File: src/rtl/mod_cfg_pkg.sv
// mod_cfg_pkg: shared state encoding, switch-word layout and defaults for the MOD setting controller
package mod_cfg_pkg;
    localparam int FREQ_W = 3;
    localparam int PHASE_W = 5;
    localparam int DUTY_W = 4;
    localparam int WORD_W = FREQ_W + PHASE_W + DUTY_W;
    localparam int DEF_MAX_FREQ_SEL = 2;
    typedef enum logic [2:0] {
        ST_WAIT_LOCK,
        ST_IDLE,
        ST_DEBOUNCE,
        ST_BLANK_PRE,
        ST_APPLY,
        ST_BLANK_POST
    } state_t;
endpackage

File: src/rtl/sync_2ff.sv
// sync_2ff: two-flop synchronizer for asynchronous inputs, cleared by reset
module sync_2ff #(
    parameter int WIDTH = 1
) (
    input  logic             i_clk,
    input  logic             i_rst_n,
    input  logic [WIDTH-1:0] i_d,
    output logic [WIDTH-1:0] o_q
);
    logic [WIDTH-1:0] r_meta;

    // first flop may go metastable; second flop gives it a full cycle to settle
    always_ff @(posedge i_clk or negedge i_rst_n) begin
        if (!i_rst_n) begin
            r_meta <= '0;
            o_q    <= '0;
        end else begin
            r_meta <= i_d;
            o_q    <= r_meta;
        end
    end
endmodule

File: src/rtl/mod_setting_ctrl.sv
// mod_setting_ctrl: debounces switch settings and applies them with output blanking, gated by PLL lock
module mod_setting_ctrl
    import mod_cfg_pkg::*;
#(
    parameter int DEBOUNCE_CYCLES = 50000,
    parameter int GATE_CYCLES     = 64,
    parameter int MAX_FREQ_SEL    = DEF_MAX_FREQ_SEL
) (
    input  logic               USER_CLOCK,
    input  logic               RESET_N,
    input  logic               PLL_LOCKED,
    input  logic [FREQ_W-1:0]  SW_FREQ_SEL,
    input  logic [PHASE_W-1:0] SW_PHASE_SEL,
    input  logic [DUTY_W-1:0]  SW_DUTY_SEL,
    output logic [FREQ_W-1:0]  FREQ_SEL,
    output logic [PHASE_W-1:0] PHASE_SEL,
    output logic [DUTY_W-1:0]  DUTY_SEL,
    output logic               OUT_EN,
    output logic               UPDATE_PULSE,
    output logic               CFG_ERR
);
    localparam int DW = (DEBOUNCE_CYCLES > 1) ? $clog2(DEBOUNCE_CYCLES) : 1;
    localparam int GW = (GATE_CYCLES > 1) ? $clog2(GATE_CYCLES) : 1;
    localparam logic [DW-1:0] DEB_LAST = DW'(DEBOUNCE_CYCLES - 1);
    localparam logic [GW-1:0] GATE_LAST = GW'(GATE_CYCLES - 1);

    logic [1:0]        r_rst_sync;
    logic              w_rst_n;
    logic [WORD_W:0]   w_sync;
    logic              w_lock;
    logic [WORD_W-1:0] w_word;
    logic [WORD_W-1:0] w_applied;
    logic [WORD_W-1:0] r_cand;
    logic [WORD_W-1:0] r_rej;
    logic [DW-1:0]     r_deb_cnt;
    logic [DW-1:0]     w_deb_next;
    logic              w_deb_done;
    logic [GW-1:0]     r_gate_cnt;
    logic              w_gate_done;
    logic              w_cand_ok;
    state_t            r_state;

    // reset asserts at once but releases only after two clean clock edges
    always_ff @(posedge USER_CLOCK or negedge RESET_N) begin
        if (!RESET_N) r_rst_sync <= 2'b00;
        else          r_rst_sync <= {r_rst_sync[0], 1'b1};
    end
    assign w_rst_n = r_rst_sync[1];

    sync_2ff #(.WIDTH(WORD_W + 1)) u_sync (
        .i_clk   (USER_CLOCK),
        .i_rst_n (w_rst_n),
        .i_d     ({PLL_LOCKED, SW_FREQ_SEL, SW_PHASE_SEL, SW_DUTY_SEL}),
        .o_q     (w_sync)
    );

    assign w_lock      = w_sync[WORD_W];
    assign w_word      = w_sync[WORD_W-1:0];
    assign w_applied   = {FREQ_SEL, PHASE_SEL, DUTY_SEL};
    assign w_deb_next  = r_deb_cnt + DW'(1);
    // the capture cycle counts as the first stable sample, so acceptance comes when the count reaches the last index
    assign w_deb_done  = (r_deb_cnt == DEB_LAST) || (w_deb_next == DEB_LAST);
    assign w_gate_done = r_gate_cnt == GATE_LAST;
    assign w_cand_ok   = int'(r_cand[WORD_W-1 -: FREQ_W]) <= MAX_FREQ_SEL;

    // control FSM: lock qualification, debounce, validation and blanked apply; lock loss overrides every state
    always_ff @(posedge USER_CLOCK or negedge w_rst_n) begin
        if (!w_rst_n) begin
            r_state      <= ST_WAIT_LOCK;
            r_cand       <= '0;
            r_rej        <= '0;
            r_deb_cnt    <= '0;
            r_gate_cnt   <= '0;
            FREQ_SEL     <= '0;
            PHASE_SEL    <= '0;
            DUTY_SEL     <= '0;
            OUT_EN       <= 1'b0;
            UPDATE_PULSE <= 1'b0;
            CFG_ERR      <= 1'b0;
        end else begin
            UPDATE_PULSE <= 1'b0;
            if (!w_lock) begin
                r_state    <= ST_WAIT_LOCK;
                OUT_EN     <= 1'b0;
                r_gate_cnt <= '0;
                r_deb_cnt  <= '0;
            end else begin
                case (r_state)
                    ST_WAIT_LOCK: begin
                        if (w_gate_done) begin
                            r_state <= ST_IDLE;
                            OUT_EN  <= 1'b1;
                        end else begin
                            r_gate_cnt <= r_gate_cnt + GW'(1);
                        end
                    end
                    ST_IDLE: begin
                        if (w_word != w_applied && !(CFG_ERR && w_word == r_rej)) begin
                            r_state   <= ST_DEBOUNCE;
                            r_cand    <= w_word;
                            r_deb_cnt <= '0;
                        end
                    end
                    ST_DEBOUNCE: begin
                        if (w_word == w_applied) begin
                            r_state <= ST_IDLE;
                        end else if (w_word != r_cand) begin
                            r_cand    <= w_word;
                            r_deb_cnt <= '0;
                        end else if (w_deb_done) begin
                            if (w_cand_ok) begin
                                CFG_ERR    <= 1'b0;
                                r_rej      <= '0;
                                r_state    <= ST_BLANK_PRE;
                                OUT_EN     <= 1'b0;
                                r_gate_cnt <= '0;
                            end else begin
                                CFG_ERR <= 1'b1;
                                r_rej   <= r_cand;
                                r_state <= ST_IDLE;
                            end
                        end else begin
                            r_deb_cnt <= w_deb_next;
                        end
                    end
                    ST_BLANK_PRE: begin
                        if (w_gate_done) begin
                            r_state                          <= ST_APPLY;
                            {FREQ_SEL, PHASE_SEL, DUTY_SEL}  <= r_cand;
                            UPDATE_PULSE                     <= 1'b1;
                        end else begin
                            r_gate_cnt <= r_gate_cnt + GW'(1);
                        end
                    end
                    ST_APPLY: begin
                        r_state    <= ST_BLANK_POST;
                        r_gate_cnt <= '0;
                    end
                    ST_BLANK_POST: begin
                        if (w_gate_done) begin
                            r_state <= ST_IDLE;
                            OUT_EN  <= 1'b1;
                        end else begin
                            r_gate_cnt <= r_gate_cnt + GW'(1);
                        end
                    end
                    default: r_state <= ST_WAIT_LOCK;
                endcase
            end
        end
    end
endmodule

File: config.mk
export PLATFORM = sky130hd
export DESIGN_NAME = mod_setting_ctrl
export DESIGN_NICKNAME = d
export VERILOG_FILES = /design/src/rtl/mod_cfg_pkg.sv /design/src/rtl/sync_2ff.sv /design/src/rtl/mod_setting_ctrl.sv
export SDC_FILE = /design/constraint.sdc
export NUM_CORES = 1
export LEC_CHECK = 0
export ABC_AREA = 1
export CORE_MARGIN = 2
export CORE_UTILIZATION = 30
export DETAILED_ROUTE_END_ITERATION = 7
export MAX_ROUTING_LAYER = met4
export PLACE_DENSITY_LB_ADDON = 0.25
export SLEW_MARGIN = 25
export SYNTH_ARGS = -nofsm -noshare
export SYNTH_HDL_FRONTEND = slang
export SYNTH_SLANG_ARGS = --single-unit
File: constraint.sdc
create_clock -name USER_CLOCK -period 2.81 [get_ports USER_CLOCK]
set_clock_uncertainty 0.05 [all_clocks]
set_input_delay 0.281 -clock USER_CLOCK [delete_from_list [all_inputs] [get_ports USER_CLOCK]]
set_output_delay 0.281 -clock USER_CLOCK [all_outputs]
set_load 0.05 [all_outputs]
* Yosys cells after proc, flatten, opt, wreduce, memory -nomap -nowiden
Cells that the tools add are included. W data, S select, Z words.
Operators by class: $add $sub $neg 2, $mul 0, div/mod/pow operators 0, magnitude comparators 1, equality and inequality tests 29, shifts and indexed selects 0, multiplexer cells 38, bitwise logic cells 2, reductions and logical operators 15
Operators with widths (number):
- $mux W16 | 5
- $mux W12 | 4
- $mux W6 | 6
- $eq A16 B16 Y1 const B | 2
- $pmux W16 S2 | 1
- $ne A3 B3 Y1 const B | 10
- $eq A12 B12 Y1 | 2
- $ne A12 B12 Y1 | 2
- $pmux W12 S2 | 1
- $mux W3 | 7
- $pmux W6 S3 | 1
- $add A16 B1 Y16 const B | 1
- $ne A4 B4 Y1 const B | 4
- $pmux W3 S5 | 1
- $reduce_and A5 Y1 | 3
- $reduce_and A6 Y1 | 2
- $mux W1 | 10
- $add A6 B1 Y6 const B | 1
- $eq A3 B2 Y1 const B | 2
- $eq A3 B3 Y1 const B | 2
- $eq A6 B6 Y1 const B | 1
- $ne A2 B2 Y1 const B | 3
- $reduce_and A4 Y1 | 1
- $eq A3 B1 Y1 const B | 1
- 12 further kinds | 14
Storage, ports and cells: register bits after elaboration 92, bits in latches 0, bits in writable memories 0, ROM bits 0, bits of input ports 15, output and inout port bits 15, logic and storage cells 101, memories 0

* Longest topological paths before layout
word-level depth 8, depth in mapped cells 17

* Hierarchy
From an unflattened synthesis, not the netlist that was laid out.
Second synthesis, totals: cells, all modules 581, area, all modules 4623.2 µm²
By module, submodules not included:
- mod_setting_ctrl | times used 1, cells an instance 555, area each 3972.6 µm², sequential area each 1651.6 µm²
- sync_2ff | times used 1, cells an instance 26, area each 650.6 µm², sequential area each 650.6 µm²

* Least setup slack after synthesis
OpenSTA, ideal clock, no wires.
path kind register -> register, start register PHASE_SEL[0], end register r_deb_cnt[2], data arrival time 1.863 ns, data required time 2.643 ns, slack 0.780 ns, cell stages (with the launch flop) 13, period minus slack after synthesis 2.030 ns, cells stage by stage dfrtp_1 > or2_2 > nand3_1 > nor2_1 > nand3_1 > nand2_1 > nand2_1 > nand2_1 > nand2_1 > nand2_4 > buf_6 > nand2_1 > nand2_1
On the way: cells in the longest elaborated chain, start to end 4, elaborated cells on any way between the ends 6
RTL lines:
- from (decl) | line mod_setting_ctrl.sv:16 | output logic [PHASE_W-1:0] PHASE_SEL,
- from (signal assigned) | line mod_setting_ctrl.sv:129 | {FREQ_SEL, PHASE_SEL, DUTY_SEL} <= r_cand;
- $ne A12 B12 Y1 | line mod_setting_ctrl.sv:98 | if (w_word != w_applied && !(CFG_ERR && w_word == r_rej)) begin
- $logic_and A1 B1 Y1 | line mod_setting_ctrl.sv:98
- $ne A3 B3 Y1 (no source line)
- $reduce_and A4 Y1 (no source line) (*)
- to (signal assigned) | line mod_setting_ctrl.sv:123 | r_deb_cnt <= w_deb_next;
- to (decl) | line mod_setting_ctrl.sv:35 | logic [DW-1:0] r_deb_cnt;
Every way passes the cells marked *; elsewhere a longest branch is shown, timed or not. A chain may end at the register's enable or synchronous reset.

* Final worst setup path
start register r_deb_cnt[0], end register r_deb_cnt[9]
On the way: cells in the longest elaborated chain, start to end 6, elaborated cells on any way between the ends 11
RTL lines:
- branches (longest 6 deep; another with $add A16 B1 Y16)
Parallel ways; which one is timed is not known. The select of a mux whose other input is x is not followed.

==> results by group <==
Global route
  – Grt ovf: 0
  – Largest net degree at the start of global routing: 51
  – Initial antenna violation count: 0
  – Gr usage total: 14.0%
  – Grt met1 use: 18.1%
  – First-pass GRT wire length: 17700 um
  – GR Util met2: 22.6%
  – Grt peak-use layer: met2
  – Met3 GRT Util: 1.81%
  – Vias in the first global route: 3593

Logic synthesis
  – Synth Net Count: 588
  – Mapped cell area: 4490 sq um
  – Synth top area share: 51.3%
  – Post-Synthesis Cells: 570
  – Most common cell in the netlist: nand2_1
  – Biggest area consumer among synthesized cells: dfrtp_1
  – Asr flop ratio synth: 100%
  – Synth unique cells: 32
  – Ys flop type: dfrtp_1
  – FF+latch count, synth: 92
  – Synth top area cells: dfrtp_1, nand2_1, inv_1, nand3_1, nor2_1
  – Seq/Total Area, Yosys: 51.3%
  – Post-synth EDFFs: 0
  – Post-synth top cells: nand2_1, dfrtp_1, inv_1
  – Syn avg cell area: 7.88 sq um
  – Synth warn: 0

Clock tree
  – Max Buffers Root-to-Sink: 2
  – Cts bufs inserted: 9
  – Hold bufs inserted after CTS: 0
  – Clock root buffer: clkbuf_16
  – TritonCTS clock tree: done
  – Postcts setup bufs: 0
  – Clk_lat worst skew: 0.34 ns
  – H-tree lvl count: 3
  – TritonCTS Sinks: 92
  – Worst-path clk slew: 0.07 ns
  – Post-CTS Resized: 0

Power and ir drop
  – Pwr per Cell Area: 688 nW/um^2
  – Worst vdd ir: 315 uV
  – Leakage: 2.44 nW
  – Total Power: 3.68 mW

Worst hold path
  – Min-delay worst type: primary input to async pin

Critical path
  – Critical Path End Type: flop
  – WP data arrival: 2.64 ns
  – WS Path Type: flop to flop
  – CP max FO: 17
  – Startpoint Class: flop
  – Worst EP required: 3.03 ns

STA
  – Tcrit/Tclk final: 86.1%
  – Unrepaired setup endpoints after global routing: false
  – Max Slew Vio Count: 0
  – Period minus WS final: 2.42 ns
  – Worst slew pin tran: 0.695 ns
  – Setup TNS Final: 0 ns
  – Fmax: 413 MHz
  – Endpoints failing setup: 0
  – Max-slew headroom: 53.6%
  – Hold Vio Cnt, Final: 0

Detailed routing
  – Antenna-violating nets left: 0
  – Routed length per instance: 12.8 um
  – Initial DRC Count: 260
  – Via count: 3673
  – # DRC: 0
  – Via density: 4.64
  – Pre-Repair DR Iteration Count: 4
  – Routed WL: 10100 um

Cells and area
  – Area growth syn-to-layout: 19.0%
  – Fraction of layout instances using a drive strength above 1: 5.26%
  – Post-route insts no fill: 792
  – NumNets Final: 621
  – Final core utilization: 36.6%
  – Cell area after layout: 5350 sq um
  – Antenna cells: 0

Floorplan
  – Die W: 126 um
  – Die Y: 126 um
  – Initial core utilization: 30.8%
  – Std-Cell Rows: 44
  – Core footprint: 14600 sq um
  – I/O pins: 30
  – Full die area: 16000 sq um

Placement
  – # placed instances: 776
  – Port Buf Inserts: 29
  – Detailed placer's ending HPWL: 7240 um
  – Post-DP Area: 5000 sq um
  – GPL Wtd Cong: 0.853

Run
  – Max-cap check violation count: 0

Run status
  – Outcome: complete, no violations
[worst max-delay path, stage by stage, from the launching register on]
cell,delay [ns]
dfrtp_1,0.45
ha_1,0.21
nand2_1,0.13
nor2_4,0.19
nand2_1,0.10
nand2_1,0.07
nand2_1,0.06
nor2_1,0.09
nand3_1,0.08
nor2_1,0.11
nand2_1,0.07
nand2_2,0.13
nand3_4,0.22
nand2_4,0.26
nand2_1,0.08
nand2_1,0.06
[state kept, by name (all words and copies together) (netlist names), 4 cells and up]
register / count
DUTY_SEL: 4
PHASE_SEL: 5
r_cand: 12
r_deb_cnt: 16
r_gate_cnt: 6
r_rej: 12
u_sync.o_q: 13
u_sync.r_meta: 13
[final cells by class]
| cell class | count | area [sq um] |
|---|---|---|
| Clock inverter | 6 | 111 |
| Tap cell | 184 | 230 |
| Timing Repair Buffer | 33 | 333 |
| Fill cell | 1497 | 9240 |
| Clock buffer | 10 | 229 |
| Sequential cell | 92 | 2310 |
| Multi-Input combinational cell | 407 | 1910 |
| Inverter | 60 | 225 |
[stage by stage]
step | hold slack [ns] | setup WS [ns]
final | 0.0518 | 0.392
after global routing | 0.0473 | 0.00156
after CTS | 0.0460 | 0.380
after detailed placement | 0.285 | 0.391
after global placement | 0.283 | 0.440
after floorplan | -0.0646 | 0.00768
[layout by cell type (no fill, tap or decap), types with 3 or more instances in the layout]
cell type,synthesis,layout
nand2_1,189,189
dfrtp_1,92,91
inv_1,60,60
nor2_1,50,50
nand3_1,43,43
o21ai_0,30,30
clkdlybuf4s50_1,0,29
nand4_1,14,14
a21oi_1,13,13
xnor2_1,11,11
o21ai_1,11,11
nor3_1,10,10
clkbuf_16,0,9
xor2_1,7,7
nor2_2,3,3
nand2_2,3,3
ha_1,3,3
bufinv_16,0,3
buf_4,0,3
[worst paths after layout]
check / from / to / slack, ns / cells after the start
worst min-delay path: RESET_N / r_rst_sync[1] / 0.05 / 1
min in group USER_CLOCK: u_sync.r_meta[9] / u_sync.o_q[9] / 0.30 / 0
worst max-delay path: r_deb_cnt[0] / r_deb_cnt[9] / 0.39 / 15
worst min register to register: u_sync.r_meta[9] / u_sync.o_q[9] / 0.30 / 0
max in group asynchronous: r_rst_sync[1] / r_deb_cnt[15] / 1.74 / 1
worst max register to register: r_deb_cnt[0] / r_deb_cnt[9] / 0.39 / 15
[kinds of logic after synthesis]
| kind of cell | Yosys count | share of synthesized area, % |
|---|---|---|
| other cells | 1 | 0.0835 |
| fa+ha+maj | 3 | 0.836 |
| simple gates | 324 | 31.0 |
| buf+inv | 71 | 6.21 |
| xor+xnor | 18 | 3.51 |
| flops | 92 | 51.3 |
| compound gates | 61 | 7.13 |
[report_power, final]
part / leakage [nW] / internal (mW) / switching [mW]
clock network: 0.163 / 0.872 / 0.514
registers: 1.19 / 1.46 / 0.125
logic: 1.09 / 0.230 / 0.473
[routing by layer]
metal	routed length (um)	part of all wire, %
met4	63	0.62
met3	257	2.5
met1	4790	47
met2	5020	50
met5	0	0
Power figures use the tool's default switching activity.
